**src/rtl/puf_result_uart.sv**
```systemverilog
// puf_result_uart: reads N_BYTES result bytes from the PUF result RAM and sends them on an 8N1 UART line.
// Optional feature macro PUF_RESULT_CSUM_EN appends an XOR checksum byte to every dump.
module puf_result_uart #(
   parameter int N_BYTES      = 8,
   parameter int ADDR_W       = 13,
   parameter int START_ADDR   = 1,
   parameter int CLKS_PER_BIT = 868
) (
   input  logic              clk,
   input  logic              rst,
   input  logic              start,
   output logic [ADDR_W-1:0] mem_raddr,
   input  logic [7:0]        mem_dout,
   output logic              tx,
   output logic              busy,
   output logic              done
);
   localparam int                BAUD_W     = (CLKS_PER_BIT > 1) ? $clog2(CLKS_PER_BIT) : 1;
   localparam logic [BAUD_W-1:0] BAUD_LAST  = BAUD_W'(CLKS_PER_BIT - 1);
   localparam logic [7:0]        BYTE_LAST  = 8'(N_BYTES - 1);
   localparam logic [ADDR_W-1:0] ADDR_FIRST = ADDR_W'(START_ADDR);

   typedef enum logic [2:0] {
      S_IDLE, S_READ, S_LOAD, S_START, S_DATA, S_STOP,
`ifdef PUF_RESULT_CSUM_EN
      S_CSUM,
`endif
      S_FIN
   } state_t;

   state_t            state_q, state_d;
   logic              start_q;
   logic [ADDR_W-1:0] raddr_q, raddr_d;
   logic [7:0]        byte_cnt_q, byte_cnt_d;
   logic [2:0]        bit_cnt_q, bit_cnt_d;
   logic [BAUD_W-1:0] baud_cnt_q, baud_cnt_d;
   logic [7:0]        shift_q, shift_d;
   logic              tx_q, tx_d;
   logic              busy_q, busy_d;
   logic              done_q, done_d;
   logic              start_edge;
   logic              baud_tick;
   logic [7:0]        load_byte;

`ifdef PUF_RESULT_CSUM_EN
   logic [7:0] csum_q, csum_d;
   logic       csum_phase_q, csum_phase_d;

   // Once the data bytes are out, LOAD frames the accumulated checksum instead of RAM data.
   assign load_byte = csum_phase_q ? csum_q : mem_dout;
`else
   assign load_byte = mem_dout;
`endif

   assign start_edge = start & ~start_q;
   assign baud_tick  = (baud_cnt_q == BAUD_LAST);

   always_comb begin
      // NOTE: every _d starts as its _q so no path through the case can infer a latch.
      state_d    = state_q;
      raddr_d    = raddr_q;
      byte_cnt_d = byte_cnt_q;
      bit_cnt_d  = bit_cnt_q;
      baud_cnt_d = baud_cnt_q;
      shift_d    = shift_q;
      tx_d       = tx_q;
      busy_d     = busy_q;
      done_d     = done_q;
`ifdef PUF_RESULT_CSUM_EN
      csum_d       = csum_q;
      csum_phase_d = csum_phase_q;
`endif
      case (state_q)
         S_IDLE: begin
            if (start_edge) begin
               raddr_d    = ADDR_FIRST;
               byte_cnt_d = '0;
               busy_d     = 1'b1;
               done_d     = 1'b0;
               state_d    = S_READ;
`ifdef PUF_RESULT_CSUM_EN
               csum_d       = '0;
               csum_phase_d = 1'b0;
`endif
            end
         end
         S_READ: state_d = S_LOAD;
         S_LOAD: begin
            shift_d    = load_byte;
            tx_d       = 1'b0;
            bit_cnt_d  = '0;
            baud_cnt_d = '0;
            state_d    = S_START;
`ifdef PUF_RESULT_CSUM_EN
            if (!csum_phase_q) csum_d = csum_q ^ mem_dout;
`endif
         end
         S_START: begin
            if (baud_tick) begin
               baud_cnt_d = '0;
               tx_d       = shift_q[0];
               state_d    = S_DATA;
            end else begin
               baud_cnt_d = baud_cnt_q + BAUD_W'(1);
            end
         end
         S_DATA: begin
            if (baud_tick) begin
               baud_cnt_d = '0;
               shift_d    = shift_q >> 1;
               bit_cnt_d  = bit_cnt_q + 3'd1;
               if (bit_cnt_q == 3'd7) begin
                  tx_d    = 1'b1;
                  state_d = S_STOP;
               end else begin
                  tx_d = shift_q[1];
               end
            end else begin
               baud_cnt_d = baud_cnt_q + BAUD_W'(1);
            end
         end
         S_STOP: begin
            if (baud_tick) begin
               baud_cnt_d = '0;
               if (byte_cnt_q != BYTE_LAST) begin
                  raddr_d    = raddr_q + ADDR_W'(1);
                  byte_cnt_d = byte_cnt_q + 8'd1;
                  state_d    = S_READ;
               end
`ifdef PUF_RESULT_CSUM_EN
               else if (!csum_phase_q) begin
                  state_d = S_CSUM;
               end
`endif
               else begin
                  state_d = S_FIN;
               end
            end else begin
               baud_cnt_d = baud_cnt_q + BAUD_W'(1);
            end
         end
`ifdef PUF_RESULT_CSUM_EN
         S_CSUM: begin
            csum_phase_d = 1'b1;
            state_d      = S_LOAD;
         end
`endif
         S_FIN: begin
            busy_d  = 1'b0;
            done_d  = 1'b1;
            state_d = S_IDLE;
         end
         default: state_d = S_IDLE;
      endcase
   end

   // NOTE: the async reset drives the line idle-high at once, truncating any frame in flight.
   always_ff @(posedge clk or posedge rst) begin
      if (rst) begin
         state_q    <= S_IDLE;
         start_q    <= 1'b0;
         raddr_q    <= ADDR_FIRST;
         byte_cnt_q <= '0;
         bit_cnt_q  <= '0;
         baud_cnt_q <= '0;
         shift_q    <= '0;
         tx_q       <= 1'b1;
         busy_q     <= 1'b0;
         done_q     <= 1'b0;
`ifdef PUF_RESULT_CSUM_EN
         csum_q       <= '0;
         csum_phase_q <= 1'b0;
`endif
      end else begin
         state_q    <= state_d;
         start_q    <= start;
         raddr_q    <= raddr_d;
         byte_cnt_q <= byte_cnt_d;
         bit_cnt_q  <= bit_cnt_d;
         baud_cnt_q <= baud_cnt_d;
         shift_q    <= shift_d;
         tx_q       <= tx_d;
         busy_q     <= busy_d;
         done_q     <= done_d;
`ifdef PUF_RESULT_CSUM_EN
         csum_q       <= csum_d;
         csum_phase_q <= csum_phase_d;
`endif
      end
   end

   assign mem_raddr = raddr_q;
   assign tx        = tx_q;
   assign busy      = busy_q;
   assign done      = done_q;
endmodule

```
**config.mk**
```make
export PLATFORM = sky130hd
export DESIGN_NAME = puf_result_uart
export DESIGN_NICKNAME = d
export VERILOG_FILES = /design/src/rtl/puf_result_uart.sv
export SDC_FILE = /design/constraint.sdc
export NUM_CORES = 1
export LEC_CHECK = 0
export BUFFER_PORTS_ARGS = -buffer_cell sky130_fd_sc_hd__buf_2
export CORE_MARGIN = 4
export CORE_UTILIZATION = 45
export CTS_CLUSTER_DIAMETER = 200
export CTS_CLUSTER_SIZE = 30
export DETAILED_ROUTE_END_ITERATION = 7
export GPL_TIMING_DRIVEN = 1
export HOLD_SLACK_MARGIN = 0.05
export SYNTH_ARGS = -nofsm -noshare
export SYNTH_HDL_FRONTEND = slang
export SYNTH_SLANG_ARGS = --single-unit
```
**constraint.sdc**
```tcl
create_clock -name clk -period 2.6 [get_ports clk]
set_input_delay 0 -clock clk [delete_from_list [all_inputs] [get_ports clk]]
set_output_delay 0 -clock clk [all_outputs]
set_load 0.05 [all_outputs]
```
# == Word level (Yosys, flattened, before mapping) ==
# Index checks and enable logic that the tools add are counted.
# totals
ff_bits,49
inputBits,11
output_inout_bits,16
wordCells,72
# op_classes
n_addsub,4
eq_ne,15
n_mux,29
bitwise_logic,2
n_reduce_logical,12
# op_table
operator,n
13-bit 2-to-1 mux,3
8-bit 2-to-1 mux,4
8-bit one-hot mux with 2 select lines,2
13-bit one-hot mux with 2 select lines,1
3-bit 2-to-1 mux,7
10-bit one-hot mux with 2 select lines,1
3-bit one-hot mux with 6 select lines,1
"13-bit by 1-bit adder with 13-bit output, second input constant",1
"3-bit equality test, second input constant",4
"2-bit inequality test, second input constant",6
"10-bit by 1-bit adder with 10-bit output, second input constant",1
"10-bit equality test, second input constant",1
10-bit 2-to-1 mux,1
"8-bit by 1-bit adder with 8-bit output, second input constant",1
"8-bit by 3-bit inequality test with 1-bit output, second input constant",1
2-bit nonzero test,4
"3-bit by 2-bit equality test with 1-bit output, second input constant",2
3-bit one-hot mux with 2 select lines,1
1-bit 2-to-1 mux,5
5-bit AND reduction,1
1-bit one-hot mux with 2 select lines,2
2-bit AND reduction,2
4-bit AND reduction,1
"3-bit by 1-bit adder with 3-bit output, second input constant",1
other kinds (8),8

# == Longest topological paths before layout ==
# logic_depth
depth_word,4
mapped_depth,7
depth_no_buf,6

# == Least setup slack after synthesis ==
# OpenSTA, ideal clock, no wires.
# synth_path
path_type,reg2reg
start,register baud_cnt_q[0]
end,register shift_q[1]
setup_time_ns,0.125
arrival_ns,1.817
t_required_ns,2.475
setup_slack_ns,0.659
path_stages_with_launch,6
path_buffers,0
synth_period_minus_slack_ns,1.941
cell_sequence,dfrtp_1 > ha_1 > and4b_1 > and3_2 > a21oi_2 > mux2_2
# synth_via
elab_chain_len,3
# synth_lines
element,line_no,text
from (decl),36,"logic [BAUD_W-1:0] baud_cnt_q, baud_cnt_d;"
from (signal assigned),180,baud_cnt_q <= baud_cnt_d;
10-bit equality test,56,assign baud_tick = (baud_cnt_q == BAUD_LAST);
2-bit inequality test (no line),-,
2-bit AND reduction (no line),-,
to (signal assigned),181,shift_q <= shift_d;
to (decl),37,"logic [7:0] shift_q, shift_d;"
# Every way passes these cells.
# A chain may end at the register's enable or synchronous reset.

# == Worst setup path in the final report ==
# layout_path
start,register baud_cnt_q[0]
end,register shift_q[6]
# Same word-level chain as after synthesis.

==> results.py <==
metrics = {
    "place": {
        "place_inst": 372,
        "place_hpwl_um": 3930,
        "port_buffers": 26,
        "gp_congestion": 0.789,
        "dpl-instance-area_um2": 2930,
    },
    "sta": {
        "max_slew_margin": 0.324,
        "holdWs_ps": 57.0,
        "max_clock_freq_mhz": 461,
        "hold_viol_final": 0,
        "finClkSkew_ps": 5.48,
        "slew_viol_final": 0,
        "finalSetupTns_ps": 0,
        "rsz0062_at_grt": "false",
        "timing.final.crit_share": 0.835,
        "finalSetupViolCount": 0,
        "worst_pin_slew_ps": 1010,
        "min_period_ps": 2170,
    },
    "pwr": {
        "p_switching_mw": 0.306,
        "ir_drop_v": 0.000315,
        "powerDensity_nw_per_um2": 457,
        "switching_share": 0.215,
        "power.internal_mw": 1.11,
        "p_leak_nw": 1.36,
        "p_seq_frac": 0.549,
        "combPwrFrac": 0.048,
        "clock_power_share": 0.403,
    },
    "critical_path": {
        "crit_type": "flip-flop to flip-flop",
        "cp-end-kind": "flip-flop",
        "worstPathArrival_ps": 2360,
        "start_kind": "flip-flop",
        "critPathMaxFanout": 21,
        "worstPathRequired_ps": 2790,
    },
    "global_route": {
        "grt_pass1_wl_um": 10300,
        "grt_pass1_vias": 2232,
        "grt_max_degree": 50,
        "grt.overflow.total": 0,
        "antenna_found_initial": 0,
        "track_usage": 0.171,
    },
    "final_layout": {
        "fillers": 568,
        "diodes": 0,
        "area_delta_synth_final_pct": 13.2,
        "drive_above_1_share": 0.222,
        "final_nets": 326,
        "layout.area.seq_um2": 1230,
        "multi_input_area_um2": 1380,
        "stdcell_count": 386,
        "finalInstanceArea_um2": 3110,
    },
    "yosys": {
        "syn_nets": 292,
        "yosys-top-cells-count": "47 x dfrtp_1, 29 x a31oi_1, 24 x nand2_1",
        "ys_seq_area_frac": 0.447,
        "synth.most_common_cell": "dfrtp_1",
        "syn_inst": 276,
        "ys_top_cells_by_area": "dfrtp_1 43%, a31oi_1 6.6%, mux2_2 6.1%, nand2_1 3.3%, a21oi_1 2.4%",
        "ys_ff_latch": 49,
        "synthArstFlopShare": 1.00,
        "synth_area_um2": 2750,
        "synth_top_area_cell": "dfrtp_1",
        "yosysWarnings": 0,
        "avgSynthCellArea_um2": 9.96,
        "synth_top_area_share": 0.428,
        "ys.flop_type": "dfrtp_1",
        "yosysUniqueCellTypes": 57,
        "synth_edf_count": 0,
    },
    "outcome": {
        "status": "finished clean",
    },
    "die": {
        "ios": 27,
        "num_rows": 28,
        "die_w_um": 86.1,
        "start_util": 0.464,
        "dieArea_um2": 7420,
        "coreArea_um2": 5920,
        "die_h_um": 86.1,
    },
    "clock_network": {
        "postCtsHoldBufs": 6,
        "post_cts_buffers": 0,
        "cts_tree": "yes",
        "clkSlewWorstSetupHoldPaths_ps": 90,
        "cts_buffers": 5,
        "clock-root-buffer": "clkbuf_8",
        "htreeDepth": 2,
        "clkLatencyLatePin_ps": 300,
        "cts_sinks": 49,
        "clk_path_buf_depth": 2,
        "post_cts_resized": 0,
    },
    "hold_path": {
        "min_path_type": "input port to flip-flop",
    },
    "route": {
        "drc_errors": 0,
        "num_vias": 2244,
        "drtIter0Drc": 82,
        "drt_first_pass_iters": 6,
        "ant_nets": 0,
        "wl_um": 5860,
        "wl_per_cell_um": 15.2,
        "via_per_inst": 5.81,
    },
    "run": {
        "max-cap-violations": 0,
    },
}
## stage by stage
stage / util / setup slack, ps / total power, mW
2_1_floorplan: - / 659 / 0.838
3_3_place_gp: 0.496 / 472 / 0.857
3_5_place_dp: 0.496 / 425 / 0.858
4_1_cts: 0.525 / 407 / 1.43
5_1_grt: 0.525 / 304 / 1.47
6_report: 0.525 / 430 / 1.42
## logic make-up after synthesis
| kind of cell | share of synthesized area |
|---|---|
| xor+xnor | 0.00638 |
| compound gates | 0.209 |
| buf+inv | 0.0505 |
| flops | 0.447 |
| mux | 0.0797 |
| fa+ha+maj | 0.0228 |
| simple gates | 0.185 |
## final cells by class
type,count,share of cell area
clock buffer,7,0.0278
sequential,49,0.395
timing repair buffer,40,0.0805
inverter,11,0.0133
multi-input combinational,203,0.444
tap,75,0.0302
clock inverter,1,0.00965
## cell usage in the layout (no fill, tap or decap), drive strengths merged, types with 2 or more instances in the layout
| cell | Yosys | layout |
|---|---|---|
| nand2 | 24 | 24 |
| nand4 | 2 | 2 |
| mux2i | 5 | 5 |
| dfstp | 2 | 2 |
| mux2 | 15 | 15 |
| nor2 | 14 | 14 |
| o31a | 2 | 2 |
| o22ai | 3 | 3 |
| dfrtp | 47 | 47 |
| or4 | 2 | 2 |
| nand2b | 8 | 8 |
| o21ai | 9 | 9 |
| nor3b | 2 | 2 |
| ha | 5 | 5 |
| o21a | 4 | 4 |
| o31ai | 4 | 4 |
| nand3 | 12 | 12 |
| inv | 11 | 11 |
| and3 | 8 | 8 |
| nor4b | 2 | 2 |
| a22o | 5 | 5 |
| a31oi | 29 | 29 |
| buf | 9 | 34 |
| clkbuf | 4 | 7 |
| nor4 | 5 | 5 |
| a221o | 2 | 2 |
| a21oi | 14 | 14 |
| nor3 | 8 | 8 |
| o211ai | 2 | 2 |
| dlygate4sd3 | 0 | 6 |
## path summary, 6_finish.rpt
| kind | startpoint | end | slack, ps | depth (start not counted) |
|---|---|---|---|---|
| max | baud_cnt_q[0]$_DFFE_PP0P_ | shift_q[6]$_DFFE_PP0P_ | 430 | 5 |
| max reg2reg | baud_cnt_q[0]$_DFFE_PP0P_ | shift_q[6]$_DFFE_PP0P_ | 430 | 5 |
| min | mem_dout[1] | shift_q[1]$_DFFE_PP0P_ | 60 | 3 |
| min in group asynchronous | rst | bit_cnt_q[2]$_DFFE_PP0P_ | 490 | 3 |
| min reg2reg | mem_raddr[12]$_DFFE_PP0P_ | mem_raddr[12]$_DFFE_PP0P_ | 480 | 1 |
| max in group asynchronous | rst | baud_cnt_q[7]$_DFFE_PP0P_ | 1480 | 3 |
## worst max-delay path, stage by stage (launching register included)
cell	delay (ps)
dfrtp_1	410
ha_1	250
and4b_1	210
and3_2	360
a21oi_2	450
mux2_2	390
## state kept, by name, summed over array words and instances, names as in the netlist
name / flops
busy: 1
tx: 1
done: 1
shift_q: 8
bit_cnt_q: 3
baud_cnt_q: 10
mem_raddr: 13
state_q: 3
byte_cnt_q: 8
start_q: 1
## power groups by stage
| stage | clock network [mW] | registers, mW | logic, mW |
|---|---|---|---|
| floorplan | 0 | 0.802 | 0.0359 |
| global placement | 0 | 0.795 | 0.0622 |
| detailed placement | 0 | 0.795 | 0.0632 |
| CTS | 0.581 | 0.780 | 0.0700 |
| global route | 0.613 | 0.782 | 0.0787 |
| finish | 0.572 | 0.780 | 0.0679 |
## layer usage
| metal | GRT usage | share of wire | up-vias |
|---|---|---|---|
| li1 | - | - | 1113 |
| met1 | 0.222 | 0.48 | 1068 |
| met2 | 0.287 | 0.46 | 56 |
| met3 | 0.0355 | 0.045 | 7 |
| met4 | 0.0518 | 0.012 | 0 |
| met5 | 0 | 0 | - |
No activity file was read; power rests on OpenSTA's default activity.
